[src/rtl/pkt_desc_gen.sv]
// RX packet-to-PDU generator: admits whole packets against buffer credits, writes
// flits to the packet buffer and one descriptor per packet to the descriptor buffer.
module pkt_desc_gen #(
  parameter int DATA_WIDTH     = 512,
  parameter int EMPTY_WIDTH    = $clog2(DATA_WIDTH/8),
  parameter int MAX_PKT_FLITS  = 24,
  parameter int SIZE_WIDTH     = 16,
  parameter int APP_IDX_WIDTH  = 8,
  parameter int FLOW_IDX_WIDTH = 8,
  parameter int DSC_ID_WIDTH   = APP_IDX_WIDTH,
  parameter int PKT_ID_WIDTH   = FLOW_IDX_WIDTH,
  parameter int SWAP_BYTES     = 1,
  parameter int CREDIT_WIDTH   = 16,
  localparam int FLIT_CNT_WIDTH = $clog2(MAX_PKT_FLITS+1)
) (
  input  logic                      clk,
  input  logic                      rst,

  input  logic [DATA_WIDTH-1:0]     in_data,
  input  logic                      in_sop,
  input  logic                      in_eop,
  input  logic [EMPTY_WIDTH-1:0]    in_empty,
  input  logic                      in_valid,
  output logic                      in_ready,

  input  logic [DSC_ID_WIDTH-1:0]   in_meta_dsc_queue_id,
  input  logic [PKT_ID_WIDTH-1:0]   in_meta_pkt_queue_id,
  input  logic                      in_meta_drop,
  input  logic                      in_meta_valid,
  output logic                      in_meta_ready,

  output logic [DATA_WIDTH-1:0]     pkt_buf_wr_data,
  output logic                      pkt_buf_wr_sop,
  output logic                      pkt_buf_wr_eop,
  output logic                      pkt_buf_wr_en,
  input  logic [CREDIT_WIDTH-1:0]   pkt_buf_free,

  output logic [DSC_ID_WIDTH-1:0]   desc_buf_wr_dsc_queue_id,
  output logic [PKT_ID_WIDTH-1:0]   desc_buf_wr_pkt_queue_id,
  output logic [SIZE_WIDTH-1:0]     desc_buf_wr_bytes,
  output logic [FLIT_CNT_WIDTH-1:0] desc_buf_wr_flits,
  output logic                      desc_buf_wr_trunc,
  output logic                      desc_buf_wr_en,
  input  logic [CREDIT_WIDTH-1:0]   desc_buf_free,

  output logic [31:0]               stat_pkts,
  output logic [31:0]               stat_drops,
  output logic [31:0]               stat_truncs,
  output logic [31:0]               stat_orphans
);

  localparam int unsigned BPF    = DATA_WIDTH / 8;
  localparam int          PROD_W = SIZE_WIDTH + FLIT_CNT_WIDTH + $clog2(BPF + 1) + 1;

  localparam logic [CREDIT_WIDTH-1:0]   PKT_CRED_MIN = CREDIT_WIDTH'(MAX_PKT_FLITS + 2);
  localparam logic [CREDIT_WIDTH-1:0]   DSC_CRED_MIN = CREDIT_WIDTH'(2);
  localparam logic [FLIT_CNT_WIDTH-1:0] MAX_CNT      = FLIT_CNT_WIDTH'(MAX_PKT_FLITS);

  typedef enum logic [1:0] {IDLE, FWD, DISCARD} state_e;

  state_e                    state_q;
  logic [FLIT_CNT_WIDTH-1:0] flit_cnt_q, flit_cnt_d;
  logic                      drop_pend_q;
  logic [DSC_ID_WIDTH-1:0]   dsc_id_q;
  logic [PKT_ID_WIDTH-1:0]   pkt_id_q;

  logic [DATA_WIDTH-1:0]     wr_data_q;
  logic                      wr_sop_q, wr_eop_q, wr_en_q;
  logic [DSC_ID_WIDTH-1:0]   d_dsc_q;
  logic [PKT_ID_WIDTH-1:0]   d_pkt_q;
  logic [SIZE_WIDTH-1:0]     d_bytes_q;
  logic [FLIT_CNT_WIDTH-1:0] d_flits_q;
  logic                      d_trunc_q, d_en_q, meta_ready_q;
  logic [31:0]               st_pkts_q, st_drops_q, st_truncs_q, st_orph_q;

  logic                      cred_ok, ready_c, accept, write_flit, pkt_end;
  logic [DATA_WIDTH-1:0]     swapped;
  logic [PROD_W-1:0]         prod;
  logic [SIZE_WIDTH-1:0]     bytes_sat;
  logic [DSC_ID_WIDTH-1:0]   dsc_sel;
  logic [PKT_ID_WIDTH-1:0]   pkt_sel;

  function automatic logic [31:0] sat_inc(input logic [31:0] v);
    return (&v) ? v : v + 32'd1;
  endfunction

  assign cred_ok = (pkt_buf_free >= PKT_CRED_MIN) && (desc_buf_free >= DSC_CRED_MIN);

  always_comb begin
    ready_c = 1'b0;
    if (!rst) begin
      case (state_q)
        IDLE:    ready_c = !in_sop || (in_meta_valid && (in_meta_drop || cred_ok));
        default: ready_c = 1'b1;
      endcase
    end
  end

  assign accept     = in_valid && ready_c;
  assign write_flit = accept && ((state_q == FWD) || (state_q == IDLE && in_sop && !in_meta_drop));
  assign flit_cnt_d = (state_q == IDLE) ? FLIT_CNT_WIDTH'(1) : flit_cnt_q + 1'b1;
  assign pkt_end    = in_eop || (flit_cnt_d == MAX_CNT);

  // Metadata is only registered on the sop write, so that cycle's descriptor takes it straight from the input
  assign dsc_sel = (state_q == IDLE) ? in_meta_dsc_queue_id : dsc_id_q;
  assign pkt_sel = (state_q == IDLE) ? in_meta_pkt_queue_id : pkt_id_q;

  always_comb begin
    swapped = '0;
    for (int unsigned b = 0; b < BPF; b++) begin
      if (SWAP_BYTES != 0) swapped[8*b +: 8] = in_data[8*(BPF-1-b) +: 8];
      else                 swapped[8*b +: 8] = in_data[8*b +: 8];
    end
  end

  // Truncated packets count every flit as full; empty only applies on a natural eop
  always_comb begin
    prod = PROD_W'(flit_cnt_d) * PROD_W'(BPF);
    if (in_eop) prod = prod - PROD_W'(in_empty);
    bytes_sat = (|prod[PROD_W-1:SIZE_WIDTH]) ? '1 : prod[SIZE_WIDTH-1:0];
  end

  always_ff @(posedge clk) begin
    if (rst) begin
      state_q      <= IDLE;
      flit_cnt_q   <= '0;
      drop_pend_q  <= 1'b0;
      dsc_id_q     <= '0;
      pkt_id_q     <= '0;
      wr_data_q    <= '0;
      wr_sop_q     <= 1'b0;
      wr_eop_q     <= 1'b0;
      wr_en_q      <= 1'b0;
      d_dsc_q      <= '0;
      d_pkt_q      <= '0;
      d_bytes_q    <= '0;
      d_flits_q    <= '0;
      d_trunc_q    <= 1'b0;
      d_en_q       <= 1'b0;
      meta_ready_q <= 1'b0;
      st_pkts_q    <= '0;
      st_drops_q   <= '0;
      st_truncs_q  <= '0;
      st_orph_q    <= '0;
    end else begin
      wr_en_q      <= 1'b0;
      wr_sop_q     <= 1'b0;
      wr_eop_q     <= 1'b0;
      d_en_q       <= 1'b0;
      d_trunc_q    <= 1'b0;
      meta_ready_q <= 1'b0;

      if (write_flit) begin
        wr_en_q    <= 1'b1;
        wr_data_q  <= swapped;
        wr_sop_q   <= (state_q == IDLE);
        flit_cnt_q <= flit_cnt_d;
        if (state_q == IDLE) begin
          dsc_id_q <= in_meta_dsc_queue_id;
          pkt_id_q <= in_meta_pkt_queue_id;
        end
        if (pkt_end) begin
          wr_eop_q     <= 1'b1;
          d_en_q       <= 1'b1;
          d_dsc_q      <= dsc_sel;
          d_pkt_q      <= pkt_sel;
          d_bytes_q    <= bytes_sat;
          d_flits_q    <= flit_cnt_d;
          d_trunc_q    <= !in_eop;
          meta_ready_q <= 1'b1;
          st_pkts_q    <= sat_inc(st_pkts_q);
          if (in_eop) begin
            state_q <= IDLE;
          end else begin
            state_q     <= DISCARD;
            drop_pend_q <= 1'b0;
            st_truncs_q <= sat_inc(st_truncs_q);
          end
        end else begin
          state_q <= FWD;
        end
      end else if (accept) begin
        case (state_q)
          IDLE: begin
            if (!in_sop) begin
              st_orph_q <= sat_inc(st_orph_q);
            end else if (in_eop) begin
              meta_ready_q <= 1'b1;
              st_drops_q   <= sat_inc(st_drops_q);
            end else begin
              state_q     <= DISCARD;
              drop_pend_q <= 1'b1;
            end
          end
          DISCARD: begin
            if (in_eop) begin
              state_q     <= IDLE;
              drop_pend_q <= 1'b0;
              if (drop_pend_q) begin
                meta_ready_q <= 1'b1;
                st_drops_q   <= sat_inc(st_drops_q);
              end
            end
          end
          default: ;
        endcase
      end
    end
  end

  assign in_ready                 = ready_c;
  assign in_meta_ready            = meta_ready_q;
  assign pkt_buf_wr_data          = wr_data_q;
  assign pkt_buf_wr_sop           = wr_sop_q;
  assign pkt_buf_wr_eop           = wr_eop_q;
  assign pkt_buf_wr_en            = wr_en_q;
  assign desc_buf_wr_dsc_queue_id = d_dsc_q;
  assign desc_buf_wr_pkt_queue_id = d_pkt_q;
  assign desc_buf_wr_bytes        = d_bytes_q;
  assign desc_buf_wr_flits        = d_flits_q;
  assign desc_buf_wr_trunc        = d_trunc_q;
  assign desc_buf_wr_en           = d_en_q;
  assign stat_pkts                = st_pkts_q;
  assign stat_drops               = st_drops_q;
  assign stat_truncs              = st_truncs_q;
  assign stat_orphans             = st_orph_q;

endmodule
[config.mk]
export PLATFORM = sky130hd
export DESIGN_NAME = pkt_desc_gen
export DESIGN_NICKNAME = d
export VERILOG_FILES = /design/src/rtl/pkt_desc_gen.sv
export SDC_FILE = /design/constraint.sdc
export NUM_CORES = 1
export LEC_CHECK = 0
export CAP_MARGIN = 20
export CORE_AREA = 2 2 487 489
export DETAILED_ROUTE_END_ITERATION = 6
export DIE_AREA = 0 0 489 491
export MAX_ROUTING_LAYER = met4
export PLACE_DENSITY = 0.3
export SYNTH_ARGS = -nofsm -noshare
export SYNTH_HDL_FRONTEND = slang
export SYNTH_SLANG_ARGS = --single-unit
[constraint.sdc]
create_clock -name clk -period 5.6 [get_ports clk]
set_clock_uncertainty 0.05 [all_clocks]
set_input_delay 1.4 -clock clk [delete_from_list [all_inputs] [get_ports clk]]
set_output_delay 1.4 -clock clk [all_outputs]
set_load 0.01 [all_outputs]
# Yosys cells after proc, flatten, opt, wreduce, memory -nomap -nowiden
# Index checks and enable logic that the tools add are counted.
# op_classes
muxes,38
n_reduce_logical,31
addsub,6
order_cmp,2
bitwise_logic,7
eq_ne,13
# ops
op,count
2-to-1 mux 32 bit,5
adder 32 x 1 -> 32 bit (second input constant),4
AND reduction 32 bit,4
one-hot mux 32 bit (2 select lines),1
2-to-1 mux 29 bit,1
2-to-1 mux 1 bit,17
greater-or-equal comparator 16 x 2 -> 1 bit (second input constant),1
greater-or-equal comparator 16 x 5 -> 1 bit (second input constant),1
2-to-1 mux 16 bit,1
2-to-1 mux 8 bit,2
2-to-1 mux 2 bit,7
AND reduction 7 bit,2
OR reduction 13 bit,1
!= test 3 bit (second input constant),4
subtractor 11 x 6 -> 12 bit,1
!= test 2 bit (second input constant),5
AND reduction 5 bit,2
NOT 1 bit,7
logical AND 1 bit,6
adder 5 x 1 -> 5 bit (second input constant),1
equality test 5 bit (second input constant),1
2-to-1 mux 5 bit,1
logical OR 1 bit,4
one-hot mux 1 bit (2 select lines),2
13 further kinds,16
# word_totals
register_bits,706
word_cells,116
inputBits,573

# Longest topological paths before layout
# Gate-level depths: netlist (run 1).
# logic_depth
depth_word,11
mapped_depth,11

# Worst setup path before layout (run 1)
# No wires, ideal clock.
# synth_path
path_kind,input -> output
from,in rst
to,out in_ready
n_path_buf,3
stages,4
required_ns,4.150
arrival_time_ns,2.372
slack_ns,1.778
path_cell_list,clkbuf_1 > clkbuf_1 > clkbuf_1 > nor3_1
# synth_between
elab_chain_len,1
# synth_lines
element,line,text
"start, declared",17,"input logic rst,"
2-to-1 mux 1 bit,91,if (!rst) begin
"end, declared",24,"output logic in_ready,"
# No other way between the ends.

# Worst setup path after layout (run 1)
# layout_path
from,in desc_buf_free[11]
to,out in_ready
# layout_between
elab_chain_len,7
# layout_lines
element,line,text
"start, declared",44,"input logic [CREDIT_WIDTH-1:0] desc_buf_free,"
greater-or-equal comparator 16 x 2 -> 1 bit,87,assign cred_ok = (pkt_buf_free >= PKT_CRED_MIN) && (desc_buf_free >= DSC_CRED_MIN);
logical AND 1 bit,87,
logical OR 1 bit,93,IDLE: ready_c = !in_sop || (in_meta_valid && (in_meta_drop || cred_ok));
logical AND 1 bit,93,
logical OR 1 bit,93,
2-to-1 mux 1 bit,92,case (state_q)
2-to-1 mux 1 bit,91,
# No other way between the ends.

==> reports/results.ini, run 1 <==
[floorplan]
io_pins = 1257
die_w_um = 489
start_util_pct = 11.26
rows = 178
coreArea_um2 = 234500
die_area_um2 = 240100
die_h_um = 491

[logic_synthesis]
synth_common_cells = nand2_1, dfxtp_1, a21oi_1
yosys.area_share.simple_pct = 25.12
async_flop_share_pct = 0
synth_seq_area_share_pct = 53.20
synth_nets = 3917
synthFlopType = dfxtp_1
netlist_top_cells_area = dfxtp_1, nand2_1, a21oi_1, clkbuf_1, xnor2_1
synth_seq_cells = 702
synth.area.mux_share_pct = 0.3600
synth_cells = 3338
synthMostInstantiatedCell = nand2_1
synth-compound-area-share_pct = 14.46
ys_types = 59
synthAdderAreaFrac_pct = 0.2842
yosysTopAreaCell = dfxtp_1
synth_edf_count = 0
synth_warnings = 0
netlist_area_um2 = 26420
synth_xor_area_share_pct = 2.586
avgSynthCellArea_um2 = 7.914
synth_top_family_by_area = simple AND/OR/NAND/NOR gates
yosysTopAreaCellShare_pct = 53.20

[routing]
wl_met3_um = 17360
viasPerCell = 3.618
drt_first_pass_iters = 7
drc = 0
highest_layer = met4
vias = 28080
post_drt_wl_per_cell_um = 22.19
wl_um = 172200
drtIter0Drc = 1507
antenna_left = 0
wl_met1_um = 73280
wl_met2_um = 78460

[worst_setup_path]
required_ps = 4150
start_kind = input port
cpLargestDelayFamily = buffers and inverters
cp-end-kind = primary output
critPathMaxFanout = 2
max_stage_delay_ps = 610
cpMostUsedCell = clkdlybuf4s50_1
worstSetupPathType = in -> out
worstPathArrival_ps = 3800
crit_chain = clkdlybuf4s50_1 -> nor4_1 -> nand4_1 -> a211oi_1 -> buf_4 -> nor3_1 -> clkdlybuf4s50_1
cp_num_buf_inv = 3
slowest_stage = clkdlybuf4s50_1

[placement]
dp_slack_ps = 323.7
hpwl_um = 133600
gp_congestion = 0.8749
port_buffers = 1254

[sta]
tns_ps = 0
worst_pin_slew_ps = 1095
rsz0062_at_grt = no
setup_viol = 0
setup_slack_ps = 351.2
period_share_pct = 93.73
layout_min_cycle_time_ps = 5249
slew_headroom_pct = 26.36
fmax_ghz = 0.1905
hold_viol = 0
drv_slew = 0

[status]
status = finished clean

[cts]
cts.path.max_buffers = 3
cts_tree = yes
cts_max_level = 3
clkTransAtPathRegs_ps = 50
cts.repair.resized = 0
cts_setup_buffers = 0
hold_buffers = 0
cts_sinks = 702
clk_latency_ps = 730
cts_root_buffer = clkbuf_16
cts_made_buffers = 97

[grt]
grt-ovfl-total = 0
grt_pass1_wl_um = 232200
grt_pass1_vias = 27290
grt_max_degree = 160
antenna_found_initial = 58
grt_usage_pct = 14.09

[layout]
synthToLayoutAreaGrowth_pct = 73.74
nNetsFinal = 5076
drive_gt1_share_pct = 5.096

[pwr]
power_leakage_nw = 14.31
vdd_ir_drop_max_mv = 0.2080
p_per_area_nw_per_um2 = 273.4

[flow_run]
maxCapViolations = 0

[worst_hold_path]
hold_path_class = reg -> reg

-- power by group --
group          switching, mW  total (mW)  internal (mW)
logic                  0.410       0.920          0.510
clock network           2.69        6.54           3.85
registers             0.0347        5.09           5.06
-- kinds of logic (layout without fill, tap and decap cells) --
logic type,Yosys count,count (layout)
other,0,40
adders and majority gates,6,6
buffers and inverters,259,1493
muxes,8,8
and+or+nand+nor,1565,1565
AOI/OAI and AO/OA,720,720
DFF,702,702
xor gates and xnor gates,78,78
-- cell usage in the layout, fill, tap and decap left out, types with 20 or more instances in the layout --
cell | netlist | final
or4_1 | 22 | 22
o21ai_0 | 59 | 59
or3_1 | 44 | 44
clkbuf_8 | 0 | 29
nand4_1 | 41 | 41
buf_4 | 5 | 27
nand2_1 | 1138 | 1137
inv_1 | 21 | 20
dfxtp_1 | 702 | 702
nand3_1 | 60 | 60
clkbuf_16 | 0 | 99
clkdlybuf4s50_1 | 0 | 1253
nor3_1 | 57 | 56
nor2_1 | 124 | 124
xor2_1 | 24 | 24
diode_2 | 0 | 40
a21oi_1 | 594 | 594
xnor2_1 | 54 | 54
clkinv_2 | 0 | 20
-- worst reg2reg max path, cell delays in order, from the launching register on --
cell,delay [ps]
dfxtp_1,640
nor2_2,100
buf_4,260
nor3_1,340
a31o_2,270
nand4_2,700
or4_1,780
a21oi_1,150
-- state kept, by name (all words and copies together), names as in the netlist --
register	cells
pkt_buf_wr_data	512
stat_drops	32
stat_orphans	32
stat_pkts	32
stat_truncs	32
desc_buf_wr_bytes	12
desc_buf_wr_dsc_queue_id	8
desc_buf_wr_pkt_queue_id	8
dsc_id_q	8
pkt_id_q	8
desc_buf_wr_flits	5
flit_cnt_q	5
state_q	2
desc_buf_wr_en	1
desc_buf_wr_trunc	1
drop_pend_q	1
in_meta_ready	1
pkt_buf_wr_en	1
pkt_buf_wr_sop	1
-- path summary, 6_finish.rpt --
path,from,end,slack [ps],cells after the start
worst max-delay path,desc_buf_free[11],in_ready,350,7
worst max register to register,state_q[1],stat_pkts[29],2230,7
worst min register to register,pkt_buf_wr_data[101],pkt_buf_wr_data[101],400,2
worst min-delay path,pkt_buf_wr_data[101],pkt_buf_wr_data[101],400,2
-- stage by stage --
| step | utilization [%] | area, µm² | std cells | hold WS (ps) | power (mW) |
|---|---|---|---|---|---|
| 6_report | 19.57 | 45900 | 7762 | 402.2 | 12.55 |
| 4_1_cts | 19.52 | 45780 | 7721 | 403.9 | 12.90 |
| 5_1_grt | 19.57 | 45890 | 7758 | 415.0 | 13.10 |
| 3_3_place_gp | 18.11 | 42470 | 7547 | 390.7 | 6.138 |
| 2_1_floorplan | - | 26420 | 3338 | 403.6 | 5.427 |
| 3_5_place_dp | 18.11 | 42470 | 7547 | 395.6 | 6.136 |
-- layout make-up --
cell class / count / area, µm²
Inverter: 22 / 90.09
Timing Repair Buffer: 1297 / 13080
Multi-Input combinational cell: 2377 / 11330
Clock buffer: 142 / 2929
Clock inverter: 32 / 375.4
Tap cell: 3150 / 3941
Antenna cell: 40 / 100.1
Sequential cell: 702 / 14050
Fill cell: 26300 / 188600
-- routing by layer --
metal,vias up,GRT usage (%)
li1,13560,-
met1,13360,16.72
met2,991,22.05
met3,169,5.790
met4,0,3.264
met5,-,-
Power figures use the tool's default switching activity.
==> inputs of run 2 (changes only) <==
- CORE_AREA: 2 2 487 489 -> 2 2 486 488
- DIE_AREA: 0 0 489 491 -> 0 0 488 490
- PLACE_DENSITY: 0.3 -> 0.31
- REMOVE_ABC_BUFFERS: unset -> 1
- SLEW_MARGIN: unset -> 20
- clock period: 5.6 -> 4.71 ns (I/O delays scaled with it)
==> reports/results.ini, run 2 (synthesis results as in run 1) <==
[grt]
grt_usage_pct = 12.68  ; was 14.09%
grt-ovfl-total = 0  ; unchanged
grt_pass1_wl_um = 213800  ; was 232,200 µm
grt_max_degree = 154  ; was 160
antenna_found_initial = 30  ; was 58
grt_pass1_vias = 27530  ; was 27,290

[routing]
drc = 0  ; unchanged
drtIter0Drc = 1107  ; was 1,507
drt_first_pass_iters = 6  ; was 7
wl_um = 153900  ; was 172,200 µm
post_drt_wl_per_cell_um = 19.71  ; was 22.19 µm
vias = 27600  ; was 28,080
viasPerCell = 3.537  ; was 3.618
antenna_left = 0  ; unchanged

[placement]
gp_congestion = 0.8015  ; was 0.8749
hpwl_um = 117500  ; was 133,600 µm
port_buffers = 1254  ; unchanged
dp_slack_ps = 156.9  ; was 323.7 ps
place_area_um2 = 42970  ; was 42,470 µm²

[floorplan]
io_pins = 1257  ; unchanged
die_h_um = 490  ; was 491 µm
coreArea_um2 = 234100  ; was 234,500 µm²
die_w_um = 488  ; was 489 µm
start_util_pct = 11.29  ; was 11.26%
rows = 178  ; unchanged
die_area_um2 = 239100  ; was 240,100 µm²

[sta]
tns_ps = 0  ; unchanged
hold_ws_ps = 400.2  ; was 402.2 ps
hold_viol = 0  ; unchanged
setup_slack_ps = 166.6  ; was 351.2 ps
slew_headroom_pct = 32.22  ; was 26.36%
rsz0062_at_grt = no  ; unchanged
layout_min_cycle_time_ps = 4543
worst_pin_slew_ps = 1017  ; was 1095 ps
drv_slew = 0  ; unchanged
setup_viol = 0  ; unchanged
fmax_ghz = 0.2201
period_share_pct = 96.46

[cts]
clk_latency_ps = 720  ; was 730 ps
cts_made_buffers = 101  ; was 97
cts_setup_buffers = 0  ; unchanged
cts_root_buffer = clkbuf_16  ; unchanged
clkTransAtPathRegs_ps = 50  ; about the same
cts_tree = yes  ; unchanged
cts.path.max_buffers = 3  ; unchanged
hold_buffers = 0  ; unchanged
cts_max_level = 3  ; unchanged
cts_sinks = 702  ; unchanged
cts.repair.resized = 0  ; unchanged

[pwr]
p_per_area_nw_per_um2 = 326.0  ; was 273.4 nW/µm²
power_leakage_nw = 14.66  ; was 14.31 nW
vdd_ir_drop_max_mv = 0.2194  ; was 0.2080 mV
p_total_mw = 15.16  ; was 12.55 mW

[layout]
drive_gt1_share_pct = 6.089  ; was 5.096%
n_fill_cell = 26120  ; was 26,300
layout_common_cells = clkdlybuf4s50_1, nand2_1, dfxtp_1  ; unchanged
layout.cells.most_common = clkdlybuf4s50_1  ; unchanged
nNetsFinal = 5127  ; was 5,076
design_area_um2 = 46500  ; was 45,900 µm²
synthToLayoutAreaGrowth_pct = 76.01  ; was 73.74%
largest_reg_flops = 512  ; unchanged

[worst_setup_path]
critPathMaxFanout = 2  ; unchanged
start_kind = input port  ; unchanged
cp-end-kind = primary output  ; unchanged
required_ps = 3480  ; was 4150 ps
worstPathArrival_ps = 3320  ; was 3800 ps
worstSetupPathType = in -> out  ; unchanged

[worst_hold_path]
hold_path_class = reg -> reg  ; unchanged

[flow_run]
maxCapViolations = 0  ; unchanged

[status]
status = finished clean  ; unchanged

## run 2: cell types whose count changed in the layout (fill, tap and decap cells not counted), moves of 3 or more
| cell | previous run | this run |
|---|---|---|
| buf_12 | 16 | 24 |
| buf_4 | 27 | 66 |
| diode_2 | 40 | 24 |
| clkbuf_1 | 14 | 25 |
| clkbuf_8 | 29 | 22 |
| clkbuf_16 | 99 | 104 |
| bufinv_16 | 5 | 8 |
## run 2: worst max-delay path, cell delays in order
cell             delay, ps
clkdlybuf4s50_1        460
nor4_1                 350
nand4_1                300
a211oi_1               380
nor3_1                 100
clkdlybuf4s50_1        550
## run 2: routing by layer
metal  share of wire, %  GRT usage (%)  vias up
met4                2.0          2.950        0
met5                  0              -        -
met1                 41          14.19    12910
li1                   -              -    13630
met3                 11          5.997      155
met2                 46          20.30      915
## run 2: path summary, 6_finish.rpt
kind / start / to / cells after the start / slack [ps]
setup / recovery: desc_buf_free[12] / in_ready / 6 / 170
hold / removal: pkt_buf_wr_data[330] / pkt_buf_wr_data[330] / 2 / 400
setup reg to reg: state_q[0] / stat_truncs[29] / 7 / 1310
hold reg to reg: pkt_buf_wr_data[330] / pkt_buf_wr_data[330] / 2 / 400
## run 2: final cells by class
type,count,area [µm²],share of cell area [%]
diodes,24,60.06,0.1292
clock buffers,151,2999,6.450
clock inverters,35,456.7,0.9822
inverters,22,90.09,0.1938
multi-input cells,2377,11360,24.44
flip-flops and latches,702,14050,30.23
well taps,3150,3941,8.477
repair buffers,1344,13530,29.11
## run 2: power breakdown
part / switching (mW) / leakage, nW / internal, mW
Sequential: 0.0396 / 5.66 / 6.01
Combinational: 0.452 / 7.29 / 0.619
Clock: 3.20 / 1.70 / 4.83
Total: 3.69 / 14.7 / 11.5
## run 2: stage by stage
stage | utilization, % | instances
global route | 19.86 | 7804
CTS | 19.83 | 7781
finish | 19.86 | 7805
floorplan | - | 3101
global placement | 18.36 | 7595
detailed placement | 18.36 | 7595
